[src/rtl/mem_access_if.sv]
// Single-outstanding req/ack data bus between the memory stage and the data memory.
interface mem_access_if;
  logic        MEM_REQ;
  logic        MEM_WE;
  logic [31:0] MEM_ADDR;
  logic [3:0]  MEM_STRB;
  logic [31:0] MEM_WDATA;
  logic        MEM_ACK;
  logic [31:0] MEM_RDATA;

  modport master (output MEM_REQ, MEM_WE, MEM_ADDR, MEM_STRB, MEM_WDATA,
                  input  MEM_ACK, MEM_RDATA);
  modport slave  (input  MEM_REQ, MEM_WE, MEM_ADDR, MEM_STRB, MEM_WDATA,
                  output MEM_ACK, MEM_RDATA);
endinterface

[src/rtl/mem_access.sv]
// RV32I memory stage: latches ALU-stage results, runs loads/stores over a req/ack bus,
// and drives the writeback bundle plus the forwarding path back to the ALU stage.
module mem_access #(
  parameter int TIMEOUT_CYCLES = 256
) (
  input  logic        CLK,
  input  logic        RST,
  input  logic        STALL,
  input  logic [31:0] A_PC,
  input  logic [31:0] A_INST,
  input  logic        A_VALID,
  input  logic [4:0]  A_REG_D,
  input  logic [31:0] A_REG_D_V,
  input  logic        A_MEM_RE,
  input  logic        A_MEM_WE,
  input  logic [2:0]  A_MEM_FUNCT3,
  input  logic [31:0] A_MEM_ADDR,
  input  logic [31:0] A_MEM_WDATA,
  mem_access_if.master MEM,
  output logic [31:0] M_PC,
  output logic [31:0] M_INST,
  output logic        M_VALID,
  output logic [4:0]  M_REG_D,
  output logic [31:0] M_REG_D_V,
  output logic        M_BUSY,
  output logic [1:0]  M_EXC,
  output logic        FWD_M_VALID,
  output logic [4:0]  FWD_M_REG_D,
  output logic [31:0] FWD_M_REG_D_V
);
  localparam int CW = $clog2(TIMEOUT_CYCLES + 1);

  typedef enum logic [1:0] {S_IDLE, S_REQ, S_DONE} state_t;

  function automatic logic misaligned(input logic [2:0] f3, input logic [1:0] a);
    case (f3[1:0])
      2'b01:   misaligned = a[0];
      2'b10:   misaligned = (a != 2'b00);
      default: misaligned = 1'b0;
    endcase
  endfunction

  function automatic logic [3:0] store_strb(input logic [2:0] f3, input logic [1:0] a);
    case (f3[1:0])
      2'b00:   store_strb = 4'b0001 << a;
      2'b01:   store_strb = 4'b0011 << a;
      default: store_strb = 4'b1111;
    endcase
  endfunction

  function automatic logic [31:0] store_data(input logic [2:0] f3, input logic [31:0] wd);
    case (f3[1:0])
      2'b00:   store_data = {4{wd[7:0]}};
      2'b01:   store_data = {2{wd[15:0]}};
      default: store_data = wd;
    endcase
  endfunction

  // Halfwords are aligned here, so shifting by the byte offset also selects the right half.
  function automatic logic [31:0] fmt_load(input logic [2:0] f3, input logic [1:0] a,
                                           input logic [31:0] rd);
    logic [31:0] sh;
    sh = rd >> {a, 3'b000};
    case (f3)
      3'b000:  fmt_load = {{24{sh[7]}}, sh[7:0]};
      3'b001:  fmt_load = {{16{sh[15]}}, sh[15:0]};
      3'b100:  fmt_load = {24'h0, sh[7:0]};
      3'b101:  fmt_load = {16'h0, sh[15:0]};
      default: fmt_load = rd;
    endcase
  endfunction

  state_t        state_q, state_d;
  logic [CW-1:0] cnt_q, cnt_d;
  logic [31:0]   res_q, res_d;
  logic [1:0]    exc_q, exc_d;
  logic [31:0]   pc_q, inst_q, addr_q, wdata_q;
  logic          valid_q, re_q, we_q;
  logic [4:0]    regd_q;
  logic [2:0]    f3_q;
  logic          load_en, a_mem, a_mis;

  // The latch never advances under a pending access, even if STALL is mis-wired.
  assign load_en = !STALL && (state_q != S_REQ);
  assign a_mem   = A_VALID && (A_MEM_RE || A_MEM_WE);
  assign a_mis   = a_mem && misaligned(A_MEM_FUNCT3, A_MEM_ADDR[1:0]);

  always_comb begin
    state_d = state_q;
    cnt_d   = cnt_q;
    res_d   = res_q;
    exc_d   = exc_q;
    if (state_q == S_REQ) begin
      if (MEM.MEM_ACK) begin
        state_d = S_DONE;
        res_d   = re_q ? fmt_load(f3_q, addr_q[1:0], MEM.MEM_RDATA) : 32'h0;
      end else if (cnt_q == CW'(TIMEOUT_CYCLES - 1)) begin
        state_d = S_DONE;
        res_d   = 32'h0;
        exc_d   = 2'b10;
      end else begin
        cnt_d = cnt_q + 1'b1;
      end
    end else if (load_en) begin
      cnt_d   = '0;
      exc_d   = a_mis ? 2'b01 : 2'b00;
      res_d   = a_mem ? 32'h0 : A_REG_D_V;
      state_d = (a_mem && !a_mis) ? S_REQ : S_IDLE;
    end
  end

  always_ff @(posedge CLK) begin
    if (RST) begin
      state_q <= S_IDLE;
      cnt_q   <= '0;
      res_q   <= '0;
      exc_q   <= '0;
      pc_q    <= '0;
      inst_q  <= '0;
      valid_q <= 1'b0;
      regd_q  <= '0;
      re_q    <= 1'b0;
      we_q    <= 1'b0;
      f3_q    <= '0;
      addr_q  <= '0;
      wdata_q <= '0;
    end else begin
      state_q <= state_d;
      cnt_q   <= cnt_d;
      res_q   <= res_d;
      exc_q   <= exc_d;
      if (load_en) begin
        pc_q    <= A_PC;
        inst_q  <= A_INST;
        valid_q <= A_VALID;
        regd_q  <= A_REG_D;
        re_q    <= A_MEM_RE;
        we_q    <= A_MEM_WE;
        f3_q    <= A_MEM_FUNCT3;
        addr_q  <= A_MEM_ADDR;
        wdata_q <= A_MEM_WDATA;
      end
    end
  end

  assign MEM.MEM_REQ   = (state_q == S_REQ);
  assign MEM.MEM_WE    = (state_q == S_REQ) && we_q;
  assign MEM.MEM_ADDR  = {addr_q[31:2], 2'b00};
  assign MEM.MEM_STRB  = (state_q != S_REQ) ? 4'b0000 :
                         we_q ? store_strb(f3_q, addr_q[1:0]) : 4'b1111;
  assign MEM.MEM_WDATA = store_data(f3_q, wdata_q);

  assign M_PC          = pc_q;
  assign M_INST        = inst_q;
  assign M_VALID       = valid_q;
  assign M_REG_D       = regd_q;
  assign M_REG_D_V     = res_q;
  assign M_BUSY        = (state_q == S_REQ);
  assign M_EXC         = exc_q;
  assign FWD_M_VALID   = valid_q && (regd_q != 5'd0) && !M_BUSY && (exc_q == 2'b00);
  assign FWD_M_REG_D   = regd_q;
  assign FWD_M_REG_D_V = res_q;
endmodule

[src/flat_wrapper.sv]
// flat-port wrapper written by rule: the top's interface ports become plain ports
module mem_access_flat 
#(
  parameter int TIMEOUT_CYCLES = 256
)
  (CLK, RST, STALL, A_PC, A_INST, A_VALID, A_REG_D, A_REG_D_V, A_MEM_RE, A_MEM_WE, A_MEM_FUNCT3, A_MEM_ADDR, A_MEM_WDATA, M_PC, M_INST, M_VALID, M_REG_D, M_REG_D_V, M_BUSY, M_EXC, FWD_M_VALID, FWD_M_REG_D, FWD_M_REG_D_V, MEM_MEM_REQ, MEM_MEM_WE, MEM_MEM_ADDR, MEM_MEM_STRB, MEM_MEM_WDATA, MEM_MEM_ACK, MEM_MEM_RDATA);
  mem_access_if MEM_i ();
  input  logic CLK;
  input  logic RST;
  input  logic STALL;
  input  logic [31:0] A_PC;
  input  logic [31:0] A_INST;
  input  logic A_VALID;
  input  logic [4:0] A_REG_D;
  input  logic [31:0] A_REG_D_V;
  input  logic A_MEM_RE;
  input  logic A_MEM_WE;
  input  logic [2:0] A_MEM_FUNCT3;
  input  logic [31:0] A_MEM_ADDR;
  input  logic [31:0] A_MEM_WDATA;
  output logic [31:0] M_PC;
  output logic [31:0] M_INST;
  output logic M_VALID;
  output logic [4:0] M_REG_D;
  output logic [31:0] M_REG_D_V;
  output logic M_BUSY;
  output logic [1:0] M_EXC;
  output logic FWD_M_VALID;
  output logic [4:0] FWD_M_REG_D;
  output logic [31:0] FWD_M_REG_D_V;
  output wire logic [$bits(MEM_i.MEM_REQ)-1:0] MEM_MEM_REQ;
  output wire logic [$bits(MEM_i.MEM_WE)-1:0] MEM_MEM_WE;
  output wire logic [$bits(MEM_i.MEM_ADDR)-1:0] MEM_MEM_ADDR;
  output wire logic [$bits(MEM_i.MEM_STRB)-1:0] MEM_MEM_STRB;
  output wire logic [$bits(MEM_i.MEM_WDATA)-1:0] MEM_MEM_WDATA;
  input wire logic [$bits(MEM_i.MEM_ACK)-1:0] MEM_MEM_ACK;
  input wire logic [$bits(MEM_i.MEM_RDATA)-1:0] MEM_MEM_RDATA;
  assign MEM_MEM_REQ = MEM_i.MEM_REQ;
  assign MEM_MEM_WE = MEM_i.MEM_WE;
  assign MEM_MEM_ADDR = MEM_i.MEM_ADDR;
  assign MEM_MEM_STRB = MEM_i.MEM_STRB;
  assign MEM_MEM_WDATA = MEM_i.MEM_WDATA;
  assign MEM_i.MEM_ACK = MEM_MEM_ACK;
  assign MEM_i.MEM_RDATA = MEM_MEM_RDATA;
  mem_access #(.TIMEOUT_CYCLES(TIMEOUT_CYCLES)) u_core (.CLK(CLK), .RST(RST), .STALL(STALL), .A_PC(A_PC), .A_INST(A_INST), .A_VALID(A_VALID), .A_REG_D(A_REG_D), .A_REG_D_V(A_REG_D_V), .A_MEM_RE(A_MEM_RE), .A_MEM_WE(A_MEM_WE), .A_MEM_FUNCT3(A_MEM_FUNCT3), .A_MEM_ADDR(A_MEM_ADDR), .A_MEM_WDATA(A_MEM_WDATA), .MEM(MEM_i), .M_PC(M_PC), .M_INST(M_INST), .M_VALID(M_VALID), .M_REG_D(M_REG_D), .M_REG_D_V(M_REG_D_V), .M_BUSY(M_BUSY), .M_EXC(M_EXC), .FWD_M_VALID(FWD_M_VALID), .FWD_M_REG_D(FWD_M_REG_D), .FWD_M_REG_D_V(FWD_M_REG_D_V));
endmodule
[config.mk]
export PLATFORM = sky130hd
export DESIGN_NAME = mem_access_flat
export DESIGN_NICKNAME = d
export VERILOG_FILES = /design/src/rtl/mem_access_if.sv /design/src/rtl/mem_access.sv /design/src/flat_wrapper.sv
export SDC_FILE = /design/constraint.sdc
export NUM_CORES = 1
export LEC_CHECK = 0
export ABC_AREA = 1
export CAP_MARGIN = 30
export CORE_MARGIN = 10
export CORE_UTILIZATION = 41
export CTS_BUF_LIST = sky130_fd_sc_hd__clkbuf_16
export DETAILED_ROUTE_END_ITERATION = 16
export PLACE_DENSITY = 0.85
export SLEW_MARGIN = 20
export SYNTH_ARGS = -nofsm -noshare
export SYNTH_HDL_FRONTEND = slang
export SYNTH_SLANG_ARGS = --single-unit
export TNS_END_PERCENT = 30
[constraint.sdc]
create_clock -name CLK -period 2.7 [get_ports CLK]
set_input_delay 0.81 -clock CLK [delete_from_list [all_inputs] [get_ports CLK]]
set_output_delay 0.81 -clock CLK [all_outputs]
set_load 0.05 [all_outputs]
# Word-level counts from Yosys, hierarchy flattened
# Cells that the tools add are included.
# totals
register_bits,184
out_inout_bits,213
# op_classes
add_sub_neg,1
n_eq_ne,13
shift,3
muxes,25
reduce_logical,21
# ops
cell,n
32-bit two-way mux,6
32-bit case mux with 4 select lines,1
32-bit case mux with 2 select lines,1
9-bit two-way mux,4
32-bit by 5-bit >> shifter with 16-bit output,1
2-bit two-way mux,7
"9-bit by 1-bit adder with 9-bit output, second input constant",1
"9-bit by 8-bit == test with 1-bit output, second input constant",1
1-bit logical AND,8
4-bit two-way mux,2
4-bit case mux with 2 select lines,1
"2-bit by 1-bit == test with 1-bit output, second input constant",3
"3-bit == test, second input constant",2
"2-bit != test, second input constant",3
3-bit AND reduction,2
5-bit nonzero test,1
2-bit zero test,2
2-bit nonzero test,2
"1-bit by 2-bit left shift with 4-bit output, first input constant",1
"2-bit by 2-bit left shift with 4-bit output, first input constant",1
"3-bit by 1-bit == test with 1-bit output, second input constant",1
1-bit zero test,3
3-bit zero test,1
"3-bit != test, second input constant",1
6 further kinds,7

# Logic depth before layout (Yosys ltp)
# Gate-level depths: netlist of the first run.
# logic_depth
ltp_word,8
mapped_depth,12

# Worst setup path before layout of the first run
# No wires, ideal clock.
# synth_path
path_kind,register to output
start,reg u_core.regd_q[4] (netlist: u_core.FWD_M_REG_D[4])
end,out FWD_M_VALID
t_arrival_ns,3.234
t_required_ns,1.890
setup_slack_ns,-1.344
stages_incl_launch_ff,3
n_path_buf,0
path_cell_list,dfxtp_1 nor2_1 a2111oi_0
# synth_via
elab_chain_cells,4
# synth_lines
element,line_no,text
from (decl),mem_access.sv:79,logic [4:0] regd_q;
from (signal assigned),mem_access.sv:121,regd_q <= '0;
from (signal assigned),mem_access.sv:136,regd_q <= A_REG_D;
5-bit nonzero test,mem_access.sv:160,assign FWD_M_VALID = valid_q && (regd_q != 5'd0) && !M_BUSY && (exc_q == 2'b00);
1-bit logical AND (3 in a row),mem_access.sv:160,
to (decl),flat_wrapper.sv:28,output logic FWD_M_VALID;
# Every way passes these cells.

# Worst setup path in the final report of the first run
# layout_path
start,reg u_core.addr_q[1]
end,out MEM_MEM_STRB[2]
# layout_via
elab_chain_cells,4
elab_cells_between_ends,5
classes_between,shift: 2; mux: 3
# layout_lines
element,line_no,text
from (decl),mem_access.sv:77,"logic [31:0] pc_q, inst_q, addr_q, wdata_q;"
from (signal assigned),mem_access.sv:125,addr_q <= '0;
from (signal assigned),mem_access.sv:140,addr_q <= A_MEM_ADDR;
2-bit by 2-bit left shift with 4-bit output / 1-bit by 2-bit left shift with 4-bit output (equally long branches),"mem_access.sv:46, mem_access.sv:45",
4-bit case mux with 2 select lines (*),mem_access.sv:44,case (f3[1:0])
4-bit two-way mux (*),mem_access.sv:150,"we_q ? store_strb(f3_q, addr_q[1:0]) : 4'b1111;"
4-bit two-way mux (*),mem_access.sv:149,assign MEM.MEM_STRB = (state_q != S_REQ) ? 4'b0000 :
to (decl),flat_wrapper.sv:34,output wire logic [$bits(MEM_i.MEM_STRB)-1:0] MEM_MEM_STRB;
# Mark *: on every way between the ends. The rest lies on a longest branch, timed or not.

==> results of run 1 <==
-- path summary, 6_finish.rpt --
check	from	to	slack, ns	cells past startpoint
setup / recovery	u_core.addr_q[1]	MEM_MEM_STRB[2]	0.07	6
hold / removal	u_core.cnt_q[6]	u_core.cnt_q[6]	0.46	1
setup reg to reg	u_core.state_q[0]	u_core.FWD_M_REG_D_V[7]	0.52	9
hold reg to reg	u_core.cnt_q[6]	u_core.cnt_q[6]	0.46	1
-- cell type report --
| type | count | share of cell area [%] |
|---|---|---|
| Clock buffer | 17 | 3.183 |
| Tap cell | 275 | 2.575 |
| Timing Repair Buffer | 440 | 34.56 |
| Antenna cell | 4 | 0.07490 |
| Inverter | 47 | 1.404 |
| Multi-Input combinational cell | 858 | 29.48 |
| Sequential cell | 184 | 27.56 |
| Clock inverter | 15 | 1.161 |
-- registers in the layout, indices dropped and copies added (netlist names), 2 cells and up --
name / flops
u_core.FWD_M_REG_D_V: 32
u_core.M_INST: 32
u_core.M_PC: 32
u_core.addr_q: 32
u_core.wdata_q: 32
u_core.cnt_q: 9
u_core.FWD_M_REG_D: 5
u_core.f3_q: 3
u_core.M_EXC: 2
u_core.state_q: 2
-- report_power, final --
group	switching [W]	total, W	internal (W)	leakage, nW
registers	0.000179	0.00316	0.00298	1.52
logic	0.00222	0.00345	0.00123	3.74
clock network	0.00125	0.00249	0.00124	0.286
total	0.00365	0.00910	0.00545	5.55
-- cell usage in the layout, fill, tap and decap left out, types with 3 or more instances in the layout --
master,n
clkdlybuf4s50_1,384
inv_4,3
clkbuf_16,17
inv_1,39
ha_1,4
nand2_1,163
inv_2,4
nand3_1,52
dfxtp_1,184
nor2_1,330
a21oi_1,47
o21ai_1,3
nor3_1,6
clkinv_8,3
o21ai_0,190
diode_2,4
o211ai_1,13
a21oi_2,12
buf_4,27
nor2_2,11
nand2_2,3
inv_6,4
inv_8,4
buf_12,28
nand2_4,4
nor2_4,4
-- cells in the mapped netlist, drive strengths merged --
cell type and count:
a2111oi 1, a211oi 2, a21oi 59, a31oi 1
buf 107, clkbuf 48, conb 1, dfxtp 184
ha 4, inv 47, nand2 171, nand3 55
nand4 2, nor2 346, nor3 6, o211ai 13
o21ai 194, o41ai 1, xor2 1
-- metrics by stage --
stage,cells,instance area (µm²),setup TNS [ns],util (%)
CTS,1836,13340,0,63.66
floorplan,1244,8728,-0.5657,-
detailed placement,1804,12760,0,60.87
global route,1839,13360,-0.03238,63.76
global placement,1804,12760,0,60.87
finish,1840,13360,0,63.77
-- per-layer routing --
metal / track usage [%] / part of all wire (%) / up-vias
met5: 0 / 0 / -
li1: - / - / 4541
met3: 9.962 / 11 / 65
met2: 41.28 / 50 / 482
met4: 8.128 / 2.9 / 0
met1: 25.34 / 37 / 4325
-- worst reg2reg max path, cell delays in order (launching register included) --
cell and delay, ns:
dfxtp_1 0.38, inv_2 0.05, nor2_2 0.46, buf_4 0.29, nand2_1 0.12, nor2_4 0.23
inv_2 0.24, nor2_1 0.14, nand2_1 0.08, a31oi_1 0.14
-- cells by family (layout without fill, tap and decap cells) --
group / after synthesis / in the layout / share of synthesized area [%]
XOR/XNOR: 1 / 1 / 0.1005
other: 1 / 6 / 0.04301
buffers and inverters: 202 / 519 / 12.89
AO/OA/AOI/OAI: 271 / 271 / 16.52
AND/OR/NAND/NOR: 580 / 580 / 27.63
flip-flops: 184 / 184 / 42.25
adder cells (fa/ha/maj): 4 / 4 / 0.5741
-- what timing repair did --
| item | 4_1_cts | 5_1_grt |
|---|---|---|
| endpoints found under the setup margin | 1 | 11 |
| hold buffers | 0 | 0 |
| cloned | 0 | 0 |
| gates resized for setup | 1 | 5 |
==> results.md, run 1 <==
* Initial antenna violation count at 4
* First-pass GRT wire length at ~54 mm
* Most frequent cell on the critical path: buf_4
* # rows at 53
* Tightest hold margin at around 0.46 ns
* DR vias at 9413
* Cells after Synth at roughly 1.2k
* Layout cells sized above 1 at approximately 8.7%
* Antenna Nets Post-Route at 0
* Clock-pin slew on the worst setup and hold paths at around 0.070 ns
* Slew @ Worst Pin at around 0.60 ns
* Dominant cells by area after synthesis: dfxtp_1, nor2_1, o21ai_0, nand2_1, buf_4
* Mapped Area at 8718 µm²
* Overflow after GRT at 0
* Post-synthesis cell type count at 34
* CTS sink cnt at ~180
* Status: complete, no violations
* Max incr delay on CP at between 0.4 and 0.5 ns
* Power Total at ~0.0091 W
* DP Worst Slack at ~0.26 ns
* Unrepaired setup endpoints after global routing: true
* Critical Path Slowest Stage Cell: dfxtp_1
* Slew Limit Fails at 0
* CORE AREA at about 21000 µm²
* Postcts setup bufs at 0
* Hold Crit Class: register to register
* Max VDD drop at 0.4478 mV
* Setup crit start kind: register
* Final GP Congestion at about 0.9
* PortBufs at between 400 and 500
* Starting DRT DRC Count at between 700 and 800
* Cell area power density at 681.0 nW/µm²
* Die H at around 170 µm
* Post-synthesis sequential area ratio at between 40% and 50%
* NumNets Final at approximately 1.8k
* Fin. Hold Viols at 0
* FF+latch area at 3684 µm²
* Cell taking the most area after synthesis: dfxtp_1
* Clk buf depth at 2
* Warning count from the yosys run at 0
* Total GRT Usage at a little under a quarter
* Synth top area share at 42.25%
* Die width at roughly 170 µm
* Leakage at roughly 5.6 nW
* Maximum clock frequency at 379.8 MHz
* Syn_area_per_cell at 7.014 µm²
* Final worst path period need at between 2 and 3 ns
* DRC violations left at 0
* Period Utilization, post-route at between 90% and 100%
* Crit path DAT at approximately 1.8 ns
* Area Growth Syn to Fin at 53.29%
* Clock Root Buffer: clkbuf_16
* Worst Setup Path Type: register to primary output
* # Max-Cap Violations at 0
* Critical path's top delay family: buffers and inverters
* Final Skew at a little over 0.02 ns
* CTS tree: done
* Clk Latency, worst-skew pair at around 0.43 ns
* Max_slew headroom at between 50% and 60%
* I/O pin count at between 400 and 500
* Drt total wl at roughly 34 mm
* Flop and latch count out of synthesis at between 150 and 200
* DR WL/cell at about 19 µm
* Worst path cell trace: buf_4 -> inv_2 -> nor2_4 -> o41ai_1 -> inv_1 -> buf_4
* Final setup viols at 0
* Dpl hpwl at 26.27 mm
* Multi-input gate area at between 3000 and 4000 µm²
* WP buf/inv at 4
* Worst Setup End Kind: primary output
* Vias in the first global route at between 9k and 10k
* Min setup slack post-route at 0.06702 ns
* CP max FO at 11
* # H-tree levels at 4
* CP required at 1.89 ns
* Die area at between 20000 and 30000 µm²
* CTS Buf Count at 17
* Pin count of the biggest net entering global routing at 120
* Pre-Repair DR Iteration Count at 5
* Initial Util at 41.60%
* Via density at approximately 5.1
* Fillers at 1813
No activity file was read; power rests on OpenSTA's default activity.
==> run 2, diff against run 1 <==
ABC_AREA = default   (was 1)
PLACE_DENSITY = 0.86   (was 0.85)
==> results.md, run 2 <==
* I/O pin count at 420 (unchanged)
* Async set or reset register ratio after synthesis at 0% (unchanged)
* # Max-Cap Violations at 0 (unchanged)
* PortBufs at 417 (unchanged)
* # rows at 52 (-1.9%)
* Cell taking the most area after synthesis: dfxtp_1
* Drt total wl at 33.27 mm (-3.1%)
* Cells after Synth at 1069 (-14%)
* Worst path cell trace: nand2_1 -> a31oi_1 -> buf_12
* Pin count of the biggest net entering global routing at 95 (-21%)
* Layout Cells excl Fill at 1663 (-9.6%)
* Most frequent cells in the layout: clkdlybuf4s50_1, nand2_1, dfxtp_1
* Maximum clock frequency at 374.4 MHz (-1.4%)
* CP max FO at 9 (-2)
* Post-Synth Simple-Gate Area at 19.96% (-7.7 points)
* Synth Area in Adders at 0.5973% (+0.023 points)
* Die width at 163.0 µm (-1.7%)
* Clk Latency, worst-skew pair at 0.42 ns (about the same)
* Layout cells sized above 1 at 9.052% (+0.34 points)
* Post-synth EDFFs at 0 (unchanged)
* Reg2Reg Setup Slack at 0.37 ns (-0.15 ns)
* Placed cells at 1630 (-9.6%)
* Fin. Hold Viols at 0 (unchanged)
* Final TNS setup at 0 ns (unchanged)
* Hold-fix buffer count after cts at 0 (unchanged)
* Post-CTS sizing at 1 (unchanged)
* Crit path DAT at 1.86 ns (+0.04 ns)
* Starting DRT DRC Count at 534 (-24%)
* CP required at 1.89 ns (about the same)
* Ys flop type: dfxtp_1
* DRC violations left at 0 (unchanged)
* Status: complete, no violations
* Critical Path Slowest Stage Cell: dfxtp_1
* Dpl hpwl at 25.88 mm (-1.5%)
* Grt met1 use at 24.39% (-0.95 points)
* Clock-pin slew on the worst setup and hold paths at 0.08 ns (about the same)
* CTS sink cnt at 184 (unchanged)
* Worst Setup Path Type: register to primary output
* Flop and latch count out of synthesis at 184 (unchanged)
* Post-synthesis sequential area ratio at 43.96% (+1.7 points)
* NumNets Final at 1590 (-9.6%)
* Total GRT Usage at 23.67% (-0.074 points)
* Synth top area share at 43.96% (+1.7 points)
* Leakage at 4.907 nW (-12%)
* Worst Setup End Kind: primary output
* Slew @ Worst Pin at 0.7108 ns (+0.1065 ns)
* Initial antenna violation count at 1 (-3)
* Area Growth Syn to Fin at 56.76%
* Die H at 163.0 µm (-1.7%)
* Initial Util at 41.54% (-0.060 points)
* Clk buf depth at 2 (unchanged)
* Final setup viols at 0 (unchanged)
* Max_slew headroom at 52.61% (-7.0 points)
* Syn_area_per_cell at 7.838 µm² (+12%)
* Post-Synth XOR/XNOR Area at 0.5226% (+0.42 points)
* # H-tree levels at 4 (unchanged)
* Slew Limit Fails at 0 (unchanged)
* M3 GR Usage at 10.19% (+0.22 points)
* DR vias at 8692 (-7.7%)
* Clock Root Buffer: clkbuf_16
* Postcts setup bufs at 0 (unchanged)
* Most common cell after layout, fill and taps aside: clkdlybuf4s50_1
* Met2 global-route usage at 41.77% (+0.50 points)
* Most Crowded Layer GR: met2
* Via density at 5.227 (+2.2%)
* Top post-synthesis cells by count: nand2_1, dfxtp_1, a21oi_1, buf_4, clkbuf_1
* First-pass GRT wire length at 49.27 mm (-8.0%)
* Fillers at 1609 (-11%)
* Final GP Congestion at 0.9653 (+4.8%)
* Critical path's top delay family: flip-flops
* Setup crit start kind: register
* CORE AREA at 20170 µm² (-3.7%)
* Vias in the first global route at 8635 (-8.1%)
* Mux contribution to synthesized area at 4.495% (+4.5 points)
* Mapped Area at 8379 µm² (-3.9%)
* DR WL/cell at 20.01 µm (+7.2%)
* Dominant cells by area after synthesis: dfxtp_1, nand2_1, a21oi_1, buf_4, clkbuf_1
* Pre-Repair DR Iteration Count at 5 (unchanged)
* Most frequent cell after synthesis: nand2_1
* Die area at 26560 µm² (-3.4%)
* Hold Crit Class: register to register
* CTS tree: done
* CTS Buf Count at 17 (unchanged)
* Synth Area in Compound Gates at 18.96% (+2.4 points)
* Largest family of logic cells by synthesized area: simple AND/OR/NAND/NOR gates
* Final Skew at 0.01828 ns (-0.002467 ns)
* Post-synthesis cell type count at 48 (+41%)
* Final worst path period need at 2.671 ns (+0.03786 ns)
* Max incr delay on CP at 0.58 ns (+0.14 ns)
* Warning count from the yosys run at 0 (unchanged)
* Antenna Nets Post-Route at 0 (unchanged)
* Overflow after GRT at 0 (unchanged)
* Period Utilization, post-route at 98.92% (+1.4 points)
* WP buf/inv at 1 (-3)
* Max VDD drop at 0.4761 mV (+6.3%)
* Cell area power density at 601.8 nW/µm² (-12%)
==> run 2: cell count changes in the layout (fill, tap and decap cells not counted), moves of 12 or more <==
cell,change
a211oi_1,+25
a21oi_1,+116
a32oi_1,+16
inv_1,-27
mux2_2,+19
mux2i_1,+14
nand2_1,+141
nand2b_1,+18
nand3_1,-49
nor2_1,-282
o211ai_1,-12
o21ai_0,-167
==> run 2: cell type report <==
type	instances	area (µm²)	area share (%)
inverters	11	41.29	0.3143
well taps	270	337.8	2.572
flip-flops and latches	184	3686	28.06
diodes	1	2.502	0.01905
repair buffers	448	4713	35.88
clock inverters	15	162.7	1.238
clock buffers	17	425.4	3.239
multi-input cells	717	3766	28.67
==> run 2: cell families (layout without fill, tap and decap cells) <==
family / after synthesis / count (layout)
adders and majority gates: 4 / 4
and+or+nand+nor: 406 / 406
DFF: 184 / 184
AOI/OAI and AO/OA: 266 / 266
xor gates and xnor gates: 5 / 5
muxes: 34 / 34
other: 1 / 3
buffers and inverters: 169 / 491
==> run 2: metal layers <==
metal  wire [µm]  part of all wire, %  vias to the layer above
met5           0                    0                        -
met4        1031                  3.1                        0
met3        3741                   11                       54
met2       16770                   50                      451
met1       11730                   35                     4049
li1            -                    -                     4138
==> run 2: path summary, 6_finish.rpt <==
check	cells past startpoint	end	from
setup / recovery	3	MEM_MEM_STRB[2]	u_core.addr_q[1]
hold / removal	2	u_core.addr_q[10]	u_core.addr_q[10]
setup reg to reg	11	u_core.FWD_M_REG_D_V[14]	u_core.cnt_q[0]
hold reg to reg	2	u_core.addr_q[10]	u_core.addr_q[10]
==> run 2: through the flow <==
stage | setup slack, ns | power, W | util (%) | area (µm²) | hold WS, ns
floorplan | -0.3532 | 0.004478 | - | 8383 | 0.4323
global placement | -0.02584 | 0.005398 | 62.17 | 12540 | 0.4383
detailed placement | -0.1181 | 0.005432 | 62.17 | 12540 | 0.4460
CTS | 0.05486 | 0.007945 | 65.09 | 13130 | 0.4557
global route | -0.006729 | 0.008174 | 65.12 | 13140 | 0.4696
finish | 0.02916 | 0.007905 | 65.12 | 13140 | 0.4561
==> run 2: tightest hold or removal path: cells and delay by family (launching register included) <==
family,cells,cell delay (ns)
AO/OA/AOI/OAI,1,0.05
AND/OR/NAND/NOR,1,0.05
flip-flops,1,0.31
==> run 2: report_power, final <==
| group | internal [W] | switching, W |
|---|---|---|
| Sequential | 0.00289 | 0.000130 |
| Combinational | 0.000926 | 0.00143 |
| Clock | 0.00132 | 0.00122 |
==> run 3, diff against run 2 <==
CORE_UTILIZATION = 37   (was 41)
PLACE_DENSITY = 0.82   (was 0.86)
clock period = 2.3 ns   (was 2.7 ns; I/O delays follow)
==> results.md, run 3 (synthesis results as in run 2) <==
* Status: complete, but fails checks
* Failing checks: setup timing
* CTS sink cnt at 184 (unchanged)
* DRC violations left at 0 (unchanged)
* Met2 global-route usage at 40.43% (-1.3 points)
* Slew Limit Fails at 0 (unchanged)
* Post-layout util at 61.43% (-3.7 points)
* Worst R2R Start: u_core.cnt_q[1]
* Worst Setup End Kind: primary output
* Initial antenna violation count at 0 (-1)
* Max_slew headroom at 62.79% (+10 points)
* M3 GR Usage at 9.562% (-0.62 points)
* Reg2Reg Setup Slack at 0.10 ns (-0.27 ns)
* Fillers at 1902 (+18%)
* Worst Setup Path Type: register to primary output
* Grt met1 use at 21.92% (-2.5 points)
* Placed cells at 1664 (+2.1%)
* Max VDD drop at 0.5067 mV (+6.4%)
* Ant diodes at 0 (-1)
* Area post-placement at 12720 µm² (+1.5%)
* Unrepaired setup endpoints after global routing: true
* DP Worst Slack at -0.3874 ns (-0.2693 ns)
* Initial Util at 37.35% (-4.2 points)
* Layout Cells excl Fill at 1708 (+2.7%)
* Overflow after GRT at 0 (unchanged)
* Clk Latency, worst-skew pair at 0.43 ns (about the same)
* CP required at 1.61 ns (-0.28 ns)
* NumNets Final at 1621 (+1.9%)
* Dpl hpwl at 26.77 mm (+3.4%)
* Final GP Congestion at 0.9416 (-2.5%)
* Via density at 5.163 (-1.2%)
* Final setup viols at 6 (+6)
* Power Total at 0.009406 W (+19%)
* # H-tree levels at 4 (unchanged)
* Post-route cell area at 13780 µm² (+4.9%)
* Worst hold start: u_core.M_PC[21]
* Vias in the first global route at 8749 (+1.3%)
* Area Growth Syn to Fin at 64.46%
* Die area at 29070 µm² (+9.5%)
* Layout cells sized above 1 at 16.02% (+7.0 points)
* Worst reg2reg path depth at 12 (+1)
* First-pass GRT wire length at 50.43 mm (+2.4%)
* DR WL/cell at 20.33 µm (+1.6%)
* Drt total wl at 34.72 mm (+4.4%)
* Die H at 170.5 µm (+4.6%)
* Pin count of the biggest net entering global routing at 78 (-18%)
* CP max FO at 2 (-7)
* Hold worst-path end: u_core.M_PC[21]
* DR vias at 8818 (+1.4%)
* Clk buf depth at 2 (unchanged)
* Cell area power density at 682.6 nW/µm² (+13%)
* # rows at 55 (+5.8%)
* Worst hold path cell count at 2 (unchanged)
* Most frequent cells in the layout: nand2_1, clkdlybuf4s50_1, dfxtp_1
* I/O pin count at 420 (unchanged)
* Clock Root Buffer: clkbuf_16
* RR Endpoint: u_core.FWD_M_REG_D_V[2]
* Antenna Nets Post-Route at 0 (unchanged)
* Die width at 170.5 µm (+4.6%)
* Final worst path period need at ~2.4 ns
* Min setup slack post-route at -0.06055 ns (-0.08971 ns)
* CTS Buf Count at 17 (unchanged)
* Most Crowded Layer GR: met2
* CORE AREA at 22430 µm² (+11%)
* Final Skew at 0.01607 ns (-0.002206 ns)
* # Max-Cap Violations at 0 (unchanged)
* Period Utilization, post-route at 102.6%
* Slew @ Worst Pin at 0.5572 ns (-0.1536 ns)
* Setup crit start kind: register
* Clock-pin slew on the worst setup and hold paths at 0.08 ns (about the same)
* Maximum clock frequency at 423.6 MHz
* Starting DRT DRC Count at 752 (+41%)
* Total GRT Usage at 22.22% (-1.4 points)
* PortBufs at 417 (unchanged)
* Fin. Hold Viols at 0 (unchanged)
* Crit path DAT at 1.67 ns (-0.19 ns)
* Pre-Repair DR Iteration Count at 5 (unchanged)
* CTS tree: done
* Hold Crit Class: register to register
* Most common cell after layout, fill and taps aside: nand2_1
* Leakage at 6.303 nW (+28%)
run 3: cell type report:
type,instances,area [µm²],area share [%]
inverters,11,43.79,0.3178
clock buffers,17,425.4,3.087
flip-flops and latches,184,3702,26.87
repair buffers,479,5051,36.65
multi-input cells,717,4023,29.19
well taps,285,356.6,2.588
clock inverters,15,178.9,1.298
run 3: worst max-delay path: stages, from the launching register on:
cell and delay [ns]:
dfxtp_4 0.35, buf_8 0.12, or3_4 0.40, a31oi_4 0.21, buf_12 0.16
run 3: report_power, final:
part           leakage, nW  internal, W  switching, W  total [W]
logic                 4.49      0.00111       0.00173    0.00284
clock network        0.298      0.00157       0.00145    0.00302
registers             1.52      0.00338      0.000159    0.00354
total                 6.30      0.00606       0.00335    0.00941
run 3: stage by stage:
| stage | hold WS [ns] | setup TNS [ns] |
|---|---|---|
| final | 0.4509 | -0.1068 |
| after global routing | 0.4656 | -0.8574 |
| after CTS | 0.4548 | -0.2046 |
| after detailed placement | 0.4451 | -8.951 |
| after global placement | 0.4393 | -7.197 |
| after floorplan | 0.4323 | -0.3211 |
run 3: worst max path at each step:
stage / from / to / slack [ns] / cells past startpoint
final: u_core.addr_q[1] / MEM_MEM_STRB[2] / -0.06 / 4
after global routing: u_core.addr_q[1] / MEM_MEM_STRB[2] / -0.1 / 4
after CTS: u_core.addr_q[1] / MEM_MEM_STRB[2] / -0.08 / 4
after detailed placement: MEM_MEM_RDATA[15] / u_core.FWD_M_REG_D_V[21] / -0.39 / 6
after global placement: MEM_MEM_RDATA[15] / u_core.FWD_M_REG_D_V[16] / -0.35 / 6
after floorplan: u_core.f3_q[0] / MEM_MEM_STRB[3] / -0.08 / 4
run 3: repair_timing:
item,4_1_cts,5_1_grt
cloned,0,2
endpoints found under the setup margin,133,104
buffers inserted,4,7
gates resized for setup,134,76
hold buffers,0,0
pin swaps,2,8
run 3: per-layer routing:
| metal | up-vias | share of wire (%) |
|---|---|---|
| li1 | 4205 | - |
| met1 | 4127 | 35 |
| met2 | 423 | 51 |
| met3 | 63 | 11 |
| met4 | 0 | 2.9 |
| met5 | - | 0 |
